### config.mk
export PLATFORM = sky130hd
export DESIGN_NAME = serial_subtractor
export DESIGN_NICKNAME = d
export VERILOG_FILES = /design/src/rtl/serial_subtractor_pkg.sv /design/src/rtl/serial_subtractor_full_subtractor.sv /design/src/rtl/serial_subtractor.sv
export SDC_FILE = /design/constraint.sdc
export NUM_CORES = 1
export LEC_CHECK = 0
export ABC_AREA = 1
export CAP_MARGIN = 5
export CORE_MARGIN = 5
export CORE_UTILIZATION = 30
export CTS_BUF_LIST = sky130_fd_sc_hd__clkbuf_16
export DETAILED_ROUTE_END_ITERATION = 7
export PLACE_DENSITY = 0.51
export SYNTH_ARGS = -nofsm -noshare
export SYNTH_HDL_FRONTEND = slang
export SYNTH_HIERARCHICAL = 1
export SYNTH_SLANG_ARGS = --single-unit
export TNS_END_PERCENT = 5
### constraint.sdc
create_clock -name clk -period 1.9 [get_ports clk]
set_input_delay 0.38 -clock clk [delete_from_list [all_inputs] [get_ports clk]]
set_output_delay 0.38 -clock clk [all_outputs]
set_load 0.005 [all_outputs]
### src/rtl/serial_subtractor_pkg.sv
// -----------------------------------------------------------------------------
// serial_subtractor_pkg
//   Shared definitions for the bit-serial subtractor: FSM state encoding and
//   the signed-overflow helper used when the last result bit is produced.
// -----------------------------------------------------------------------------
package serial_subtractor_pkg;

    localparam logic [1:0] ST_IDLE  = 2'd0;
    localparam logic [1:0] ST_SHIFT = 2'd1;
    localparam logic [1:0] ST_DONE  = 2'd2;

    // Two's-complement subtraction overflows when the operands differ in sign
    // and the result sign differs from the minuend sign.
    function automatic logic signed_ovf(input logic a_msb,
                                        input logic b_msb,
                                        input logic d_msb);
        return (a_msb != b_msb) && (d_msb != a_msb);
    endfunction

endpackage

### src/rtl/serial_subtractor_full_subtractor.sv
// -----------------------------------------------------------------------------
// full_subtractor
//   One-bit full subtractor cell: d = x - y - bin, bout = borrow out.
//   Ports:
//     x    in  1  minuend bit
//     y    in  1  subtrahend bit
//     bin  in  1  borrow in
//     d    out 1  difference bit
//     bout out 1  borrow out
// -----------------------------------------------------------------------------
module full_subtractor (
    input  logic x,
    input  logic y,
    input  logic bin,
    output logic d,
    output logic bout
);

    assign d    = x ^ y ^ bin;
    // Borrow when y exceeds x outright, or when x==y and a borrow is pending.
    assign bout = (~x & y) | (~(x ^ y) & bin);

endmodule

### src/rtl/serial_subtractor.sv
// -----------------------------------------------------------------------------
// serial_subtractor
//   Bit-serial two's-complement subtractor, diff = a - b, one bit per clock
//   through a single full-subtractor cell and a borrow flop.
//   Ports:
//     clk        in   1      clock, posedge
//     rst        in   1      asynchronous active-high reset
//     in_valid   in   1      operands valid
//     in_ready   out  1      operands accepted (IDLE only)
//     a, b       in   WIDTH  minuend, subtrahend
//     out_valid  out  1      result valid (DONE only)
//     out_ready  in   1      consumer accepts result
//     diff       out  WIDTH  (a - b) mod 2^WIDTH
//     borrow     out  1      a < b unsigned
//     ovf        out  1      signed overflow
// -----------------------------------------------------------------------------
module serial_subtractor
    import serial_subtractor_pkg::*;
#(
    parameter int WIDTH = 4
) (
    input  logic             clk,
    input  logic             rst,
    input  logic             in_valid,
    output logic             in_ready,
    input  logic [WIDTH-1:0] a,
    input  logic [WIDTH-1:0] b,
    output logic             out_valid,
    input  logic             out_ready,
    output logic [WIDTH-1:0] diff,
    output logic             borrow,
    output logic             ovf
);

    localparam int             CW       = $clog2(WIDTH);
    localparam logic [CW-1:0]  CNT_LAST = CW'(WIDTH - 1);

    logic [1:0]       state_q;
    logic [1:0]       state_d;
    logic             in_ready_q;
    logic             in_ready_d;
    logic             out_valid_q;
    logic             out_valid_d;

    logic [WIDTH-1:0] a_sh_q;
    logic [WIDTH-1:0] b_sh_q;
    logic [WIDTH-1:0] d_sh_q;
    logic [WIDTH-1:0] d_sh_d;
    logic             bor_q;
    logic [CW-1:0]    cnt_q;
    logic             a_msb_q;
    logic             b_msb_q;
    logic [WIDTH-1:0] diff_q;
    logic             borrow_q;
    logic             ovf_q;

    logic             fs_d_s;
    logic             fs_bout_s;

    full_subtractor u_fs (
        .x    (a_sh_q[0]),
        .y    (b_sh_q[0]),
        .bin  (bor_q),
        .d    (fs_d_s),
        .bout (fs_bout_s)
    );

    // New difference bit enters from the MSB end so the LSB lands at bit 0
    // after WIDTH shifts.
    assign d_sh_d = {fs_d_s, d_sh_q[WIDTH-1:1]};

    // FSM state register.
    always_ff @(posedge clk or posedge rst) begin
        if (rst) begin
            state_q <= ST_IDLE;
        end else begin
            state_q <= state_d;
        end
    end

    // FSM next-state logic.
    always_comb begin
        state_d = state_q;
        case (state_q)
            ST_IDLE: begin
                if (in_valid) state_d = ST_SHIFT;
                else          state_d = ST_IDLE;
            end
            ST_SHIFT: begin
                if (cnt_q == CNT_LAST) state_d = ST_DONE;
                else                   state_d = ST_SHIFT;
            end
            ST_DONE: begin
                if (out_ready) state_d = ST_IDLE;
                else           state_d = ST_DONE;
            end
            default: state_d = ST_IDLE;
        endcase
    end

    // FSM output decode, from the next state so the registered flags track
    // the state register exactly.
    always_comb begin
        in_ready_d  = 1'b0;
        out_valid_d = 1'b0;
        case (state_d)
            ST_IDLE:  in_ready_d  = 1'b1;
            ST_DONE:  out_valid_d = 1'b1;
            default: begin
                in_ready_d  = 1'b0;
                out_valid_d = 1'b0;
            end
        endcase
    end

    // Registered handshake flags.
    always_ff @(posedge clk or posedge rst) begin
        if (rst) begin
            in_ready_q  <= 1'b1;
            out_valid_q <= 1'b0;
        end else begin
            in_ready_q  <= in_ready_d;
            out_valid_q <= out_valid_d;
        end
    end

    // Operand/difference shift registers, borrow flop, counter and result hold.
    always_ff @(posedge clk or posedge rst) begin
        if (rst) begin
            a_sh_q   <= '0;
            b_sh_q   <= '0;
            d_sh_q   <= '0;
            bor_q    <= 1'b0;
            cnt_q    <= '0;
            a_msb_q  <= 1'b0;
            b_msb_q  <= 1'b0;
            diff_q   <= '0;
            borrow_q <= 1'b0;
            ovf_q    <= 1'b0;
        end else begin
            case (state_q)
                ST_IDLE: begin
                    if (in_valid) begin
                        a_sh_q  <= a;
                        b_sh_q  <= b;
                        bor_q   <= 1'b0;
                        cnt_q   <= '0;
                        a_msb_q <= a[WIDTH-1];
                        b_msb_q <= b[WIDTH-1];
                    end
                end
                ST_SHIFT: begin
                    a_sh_q <= a_sh_q >> 1;
                    b_sh_q <= b_sh_q >> 1;
                    d_sh_q <= d_sh_d;
                    bor_q  <= fs_bout_s;
                    if (cnt_q == CNT_LAST) begin
                        // Last bit: publish the result; outputs hold it until
                        // the next operation completes.
                        cnt_q    <= '0;
                        diff_q   <= d_sh_d;
                        borrow_q <= fs_bout_s;
                        ovf_q    <= signed_ovf(a_msb_q, b_msb_q, fs_d_s);
                    end else begin
                        cnt_q <= cnt_q + CW'(1);
                    end
                end
                default: begin
                    cnt_q <= cnt_q;
                end
            endcase
        end
    end

    assign in_ready  = in_ready_q;
    assign out_valid = out_valid_q;
    assign diff      = diff_q;
    assign borrow    = borrow_q;
    assign ovf       = ovf_q;

endmodule

Word-level counts from Yosys, hierarchy flattened
Cells that the tools add are included.
{"block": "totals", "in_bits": 12, "register_bits": 27}
{"block": "op_classes", "n_addsub": 1, "eq_ne": 7, "reduce_logical": 7, "mux": 15, "bitwise": 7}
{"operator": "$pmux W4 S2", "n": 2}
{"operator": "$mux W2", "n": 4}
{"operator": "$mux W4", "n": 2}
{"operator": "$eq A2 B2 Y1 const B", "n": 3}
{"operator": "$pmux W2 S3", "n": 1}
{"operator": "$reduce_and A2 Y1", "n": 3}
{"operator": "$logic_not A2 Y1", "n": 2}
{"operator": "$mux W1", "n": 4}
{"operator": "$pmux W2 S2", "n": 1}
{"operator": "$add A2 B1 Y2 const B", "n": 1}
{"operator": "$and A1 B1 Y1", "n": 2}
{"operator": "$eq A2 B1 Y1 const B", "n": 1}
{"operator": "$ne A1 B1 Y1", "n": 2}
{"operator": "$ne A2 B2 Y1 const B", "n": 1}
{"operator": "$not A1 Y1", "n": 2}
{"operator": "$pmux W1 S2", "n": 1}
{"operator": "$reduce_bool A2 Y1", "n": 1}
{"operator": "$xor A1 B1 Y1", "n": 2}
{"operator": "$logic_and A1 B1 Y1", "n": 1}
{"operator": "$or A1 B1 Y1", "n": 1}

Logic depth before layout (Yosys ltp)
Gate-level depths: netlist of run 1.
{"block": "logic_depth", "ltp_word": 5, "ltp_mapped": 7, "depth_no_buf": 7}

Hierarchy
The synthesis of run 1 kept the hierarchy.
{"mod": "serial_subtractor", "seq_area_each_um2": 651.9, "cells_per_inst": 134, "n_inst": 1, "area_per_inst_um2": 1232.4}
{"mod": "full_subtractor", "seq_area_each_um2": 0.0, "cells_per_inst": 4, "n_inst": 1, "area_per_inst_um2": 31.3}

Worst setup path after synthesis of run 1
Ideal clock, no wire load.
{"block": "synth_path", "path_kind": "register -> register", "from": "register b_sh_q[0]", "to": "register ovf_q (netlist: ovf)", "path_stages_with_launch": 8, "n_path_buf": 0, "period_less_slack_ns": 1.291, "arrival_ns": 1.174, "path_slack_ns": 0.609, "path_cell_list": "dfrtp_1 -> inv_1 -> fa_1 -> inv_1 -> nand3_1 -> nand2_1 -> nand2_1 -> nand2_1"}
{"block": "synth_between", "elab_chain_len": 4}
{"item": "from (decl)", "line_no": "serial_subtractor.sv:46", "source": "logic [WIDTH-1:0] b_sh_q;"}
{"item": "from (signal assigned)", "line_no": "serial_subtractor.sv:154", "source": "b_sh_q <= b_sh_q >> 1;"}
{"item": "$xor A1 B1 Y1 (2 in a row)", "line_no": "serial_subtractor_full_subtractor.sv:19", "source": "assign d = x ^ y ^ bin;"}
{"item": "via fs_d_s", "line_no": "serial_subtractor.sv:57", "source": "logic fs_d_s;"}
{"item": "$ne A1 B1 Y1", "line_no": "serial_subtractor_pkg.sv:17", "source": "return (a_msb != b_msb) && (d_msb != a_msb);"}
{"item": "$logic_and A1 B1 Y1", "line_no": "serial_subtractor_pkg.sv:17"}
{"item": "to (signal assigned)", "line_no": "serial_subtractor.sv:163", "source": "ovf_q <= signed_ovf(a_msb_q, b_msb_q, fs_d_s);"}
{"item": "to (decl)", "line_no": "serial_subtractor.sv:55", "source": "logic ovf_q;"}
The timed path passes the listed nets, and every way through them passes these cells.
A chain may end at the register's enable or synchronous reset.

Final worst setup path of run 1
{"block": "layout_path", "from": "register in_ready_q (netlist: in_ready)", "to": "output in_ready"}
{"item": "from (decl)", "line_no": "serial_subtractor.sv:40", "source": "logic in_ready_q;"}
{"item": "from (signal assigned)", "line_no": "serial_subtractor.sv:122", "source": "in_ready_q <= in_ready_d;"}
{"item": "to (decl)", "line_no": "serial_subtractor.sv:25", "source": "output logic in_ready,"}
No word-level cell between the ends.

==> flow_summary.yaml, run 1 <==
logic_synthesis:
  synth.yosys.seq_area_share_pct: 51.58
  syn_nets: 152
  ys_seq_elements: 26
  synth.avg_cell_area_um2: 9.157
  yosys.cell_types.count: 19
  synth_area_um2: 1264
  postSynthCellCount: 138
  yosysWarnings: 6
floorplan:
  io_pins: 20
  die_y_um: 74.90
  die_x_um: 74.90
  die_area_um2: 5610
  fp.coreArea_um2: 4029
  fp-row-count: 23
  start_util_pct: 31.37
setup_path:
  start_kind: "flop"
  end_kind: "primary output"
  cp.depth: 1
  crit_chain: "clkdlybuf4s50_1"
  cp.arrival_ns: 1.28
  r2r-start: "b_sh_q[0]"
  worstReg2RegEnd: "ovf"
  path_delay_family: "flip-flops"
  rr_worst_depth: 7
  critPathMaxFanout: 1
  slowest_delay_ns: 0.52
  critical_path_buf_inv_count: 1
  rrSetupSlack_ns: 0.51
  crit_path_top_delay_cell: "dfstp_2"
  crit_type: "reg2out"
  cp.required_ns: 1.52
sta:
  worst_slew_pin_slew_ns: 0.3387
  skew_ns: 0.004004
  hold_violations: 0
  slew_viol_final: 0
  layout_setup_ws_ns: 0.2441
  period_share_pct: 87.15
  max_freq_mhz: 603.9
  post-route-min-period_ns: 1.656
  fin_tns_setup_ns: 0
  max-slew-margin-rel_pct: 77.42
  rsz0062_at_grt: "false"
  finalSetupViolations: 0
finish:
  drive_gt1_share_pct: 13.84
  final_common_cell: "nand2_1"
  area_delta_synth_final_pct: 25.25
  mostFrequentLayoutCells: "35 x nand2_1, 25 x dfrtp_1, 24 x nand3_1"
  fillers: 420
  num_antenna_cells: 0
  nets: 174
clocking:
  cts_root_buf: "clkbuf_16"
  post_cts_buffers: 0
  cts_sinks: 26
  ctsHoldBuffers: 0
  clkLatencyLatePin_ns: 0.26
  clk_transition_reported_paths_ns: 0.06
  tritoncts: "built"
  cts_resized: 0
  clock_path_buffers: 2
  htreeDepth: 1
  cts_made_buffers: 3
routing:
  viasPerCell: 4.488
  wl_per_cell_um: 11.55
  vias: 938
  top_layer: "met4"
  routed_wirelength_um: 2414
  wl_met3_um: 144
  first_pass_iters: 4
  ant_nets: 0
  wl_met2_um: 1106
  drc_errors: 0
  drt-met1-wl_um: 1121
  dr.first_iter.drc_count: 22
global_route:
  grt_pass1_wl_um: 4057
  grt_pass1_vias: 906
  grt.total_usage_pct: 9.389
  grt_max_degree: 27
  antenna_found_initial: 0
  globalRouteOverflowTotal: 0
run:
  cap_viol_max_count: 0
power_and_ir_drop:
  p_per_area_nw_per_um2: 1699
  leakagePower_nw: 0.7984
  vdd_drop_max_mv: 0.5634
worst_hold_path:
  worstHoldStart: "diff[0]"
  hold_path.class: "reg2reg"
  whs_path_depth: 2
  min_to: "diff[0]"
place:
  dp_hpwl_um: 1749
  io_buffers: 19
  place_ws_ns: 0.4677
  gp_congestion: 0.6993
outcome:
  status: "finished, final reports clean"
-- worst register-to-register path, delay by kind of cell (launching register included) --
kind                     cells  cell delay [ns]
adder cells (fa/ha/maj)      1             0.55
buffers and inverters        2             0.14
AND/OR/NAND/NOR              4             0.24
flip-flops                   1             0.35
-- power breakdown --
part / total (mW) / internal [mW] / leakage, nW / switching, mW
Sequential: 0.964 / 0.814 / 0.325 / 0.150
Clock: 0.606 / 0.419 / 0.0511 / 0.187
Combinational: 1.12 / 0.471 / 0.422 / 0.648
Total: 2.69 / 1.70 / 0.798 / 0.985
-- through the flow --
stage,total power [mW],cells,hold slack [ns],cell area [µm²],utilization (%)
after floorplan,1.855,138,0.4193,1264,-
after global placement,2.087,205,0.4592,1478,36.68
after detailed placement,2.118,205,0.4672,1478,36.68
after CTS,2.743,209,0.4855,1583,39.29
after global routing,2.914,209,0.4999,1583,39.29
final,2.689,209,0.4778,1583,39.29
-- metal layers --
layer  vias up  global-route usage [%]
met2        25                   15.57
met4         0                   3.557
li1        473                       -
met5         -                       0
met1       435                   11.72
met3         5                   2.403
-- synth_stat cells --
| master | n | area, µm² |
|---|---|---|
| o21ai_0 | 5 | 25.02 |
| buf_6 | 3 | 33.78 |
| o21ai_2 | 6 | 52.55 |
| ha_1 | 1 | 12.51 |
| buf_12 | 1 | 20.02 |
| dfrtp_1 | 25 | 625.6 |
| o21ai_1 | 1 | 5.000 |
| nor2_4 | 2 | 22.52 |
| inv_4 | 2 | 12.51 |
| nand2_1 | 35 | 131.4 |
| nand3b_1 | 1 | 7.510 |
| fa_1 | 1 | 20.02 |
| nand2_4 | 2 | 22.52 |
| inv_1 | 23 | 86.33 |
| nand3_1 | 24 | 120.1 |
| nand2_2 | 2 | 12.51 |
| nand2_8 | 1 | 20.02 |
| dfstp_2 | 1 | 26.28 |
| nor2_1 | 2 | 7.510 |
-- sequential cells by signal, indices dropped and copies added (netlist names) --
| register | flops |
|---|---|
| a_msb_q | 1 |
| diff | 4 |
| b_sh_q | 4 |
| in_ready | 1 |
| bor_q | 1 |
| ovf | 1 |
| d_sh_q | 3 |
| state_q | 2 |
| out_valid | 1 |
| cnt_q | 2 |
| borrow | 1 |
| a_sh_q | 4 |
| b_msb_q | 1 |
-- cells by family (layout without fill, tap and decap cells) --
| logic type | after synthesis | after routing | synth area share (%) |
|---|---|---|---|
| simple gates | 69 | 69 | 27.23 |
| buf+inv | 29 | 50 | 12.08 |
| flops | 26 | 26 | 51.58 |
| compound gates | 12 | 12 | 6.534 |
| fa+ha+maj | 2 | 2 | 2.574 |
-- area by class of cell --
class / count / area, µm² / area share (%)
clock inverters: 1 / 30.03 / 1.897
clock buffers: 3 / 75.07 / 4.743
inverters: 25 / 98.84 / 6.245
well taps: 50 / 62.56 / 3.953
flip-flops and latches: 26 / 651.9 / 41.19
multi-input cells: 83 / 459.2 / 29.01
repair buffers: 21 / 205.2 / 12.96
-- worst max path at each step --
stage,end,start
after floorplan,ovf,b_sh_q[0]
after global placement,b_msb_q,in_valid
final,in_ready,in_ready
after global routing,in_ready,in_ready
after detailed placement,a_msb_q,in_valid
after CTS,in_ready,in_ready
Power figures use the tool's default switching activity.
==> inputs of run 2 (changes only) <==
--- a/config.mk
+++ b/config.mk
@@ -12,6 +12,7 @@
 export CTS_BUF_LIST = sky130_fd_sc_hd__clkbuf_16
 export DETAILED_ROUTE_END_ITERATION = 7
 export PLACE_DENSITY = 0.51
+export SLEW_MARGIN = 20
 export SYNTH_ARGS = -nofsm -noshare
 export SYNTH_HDL_FRONTEND = slang
 export SYNTH_HIERARCHICAL = 1
==> results of run 2 <==
No change in the layout: final DEF, timing and power equal those of run 1.
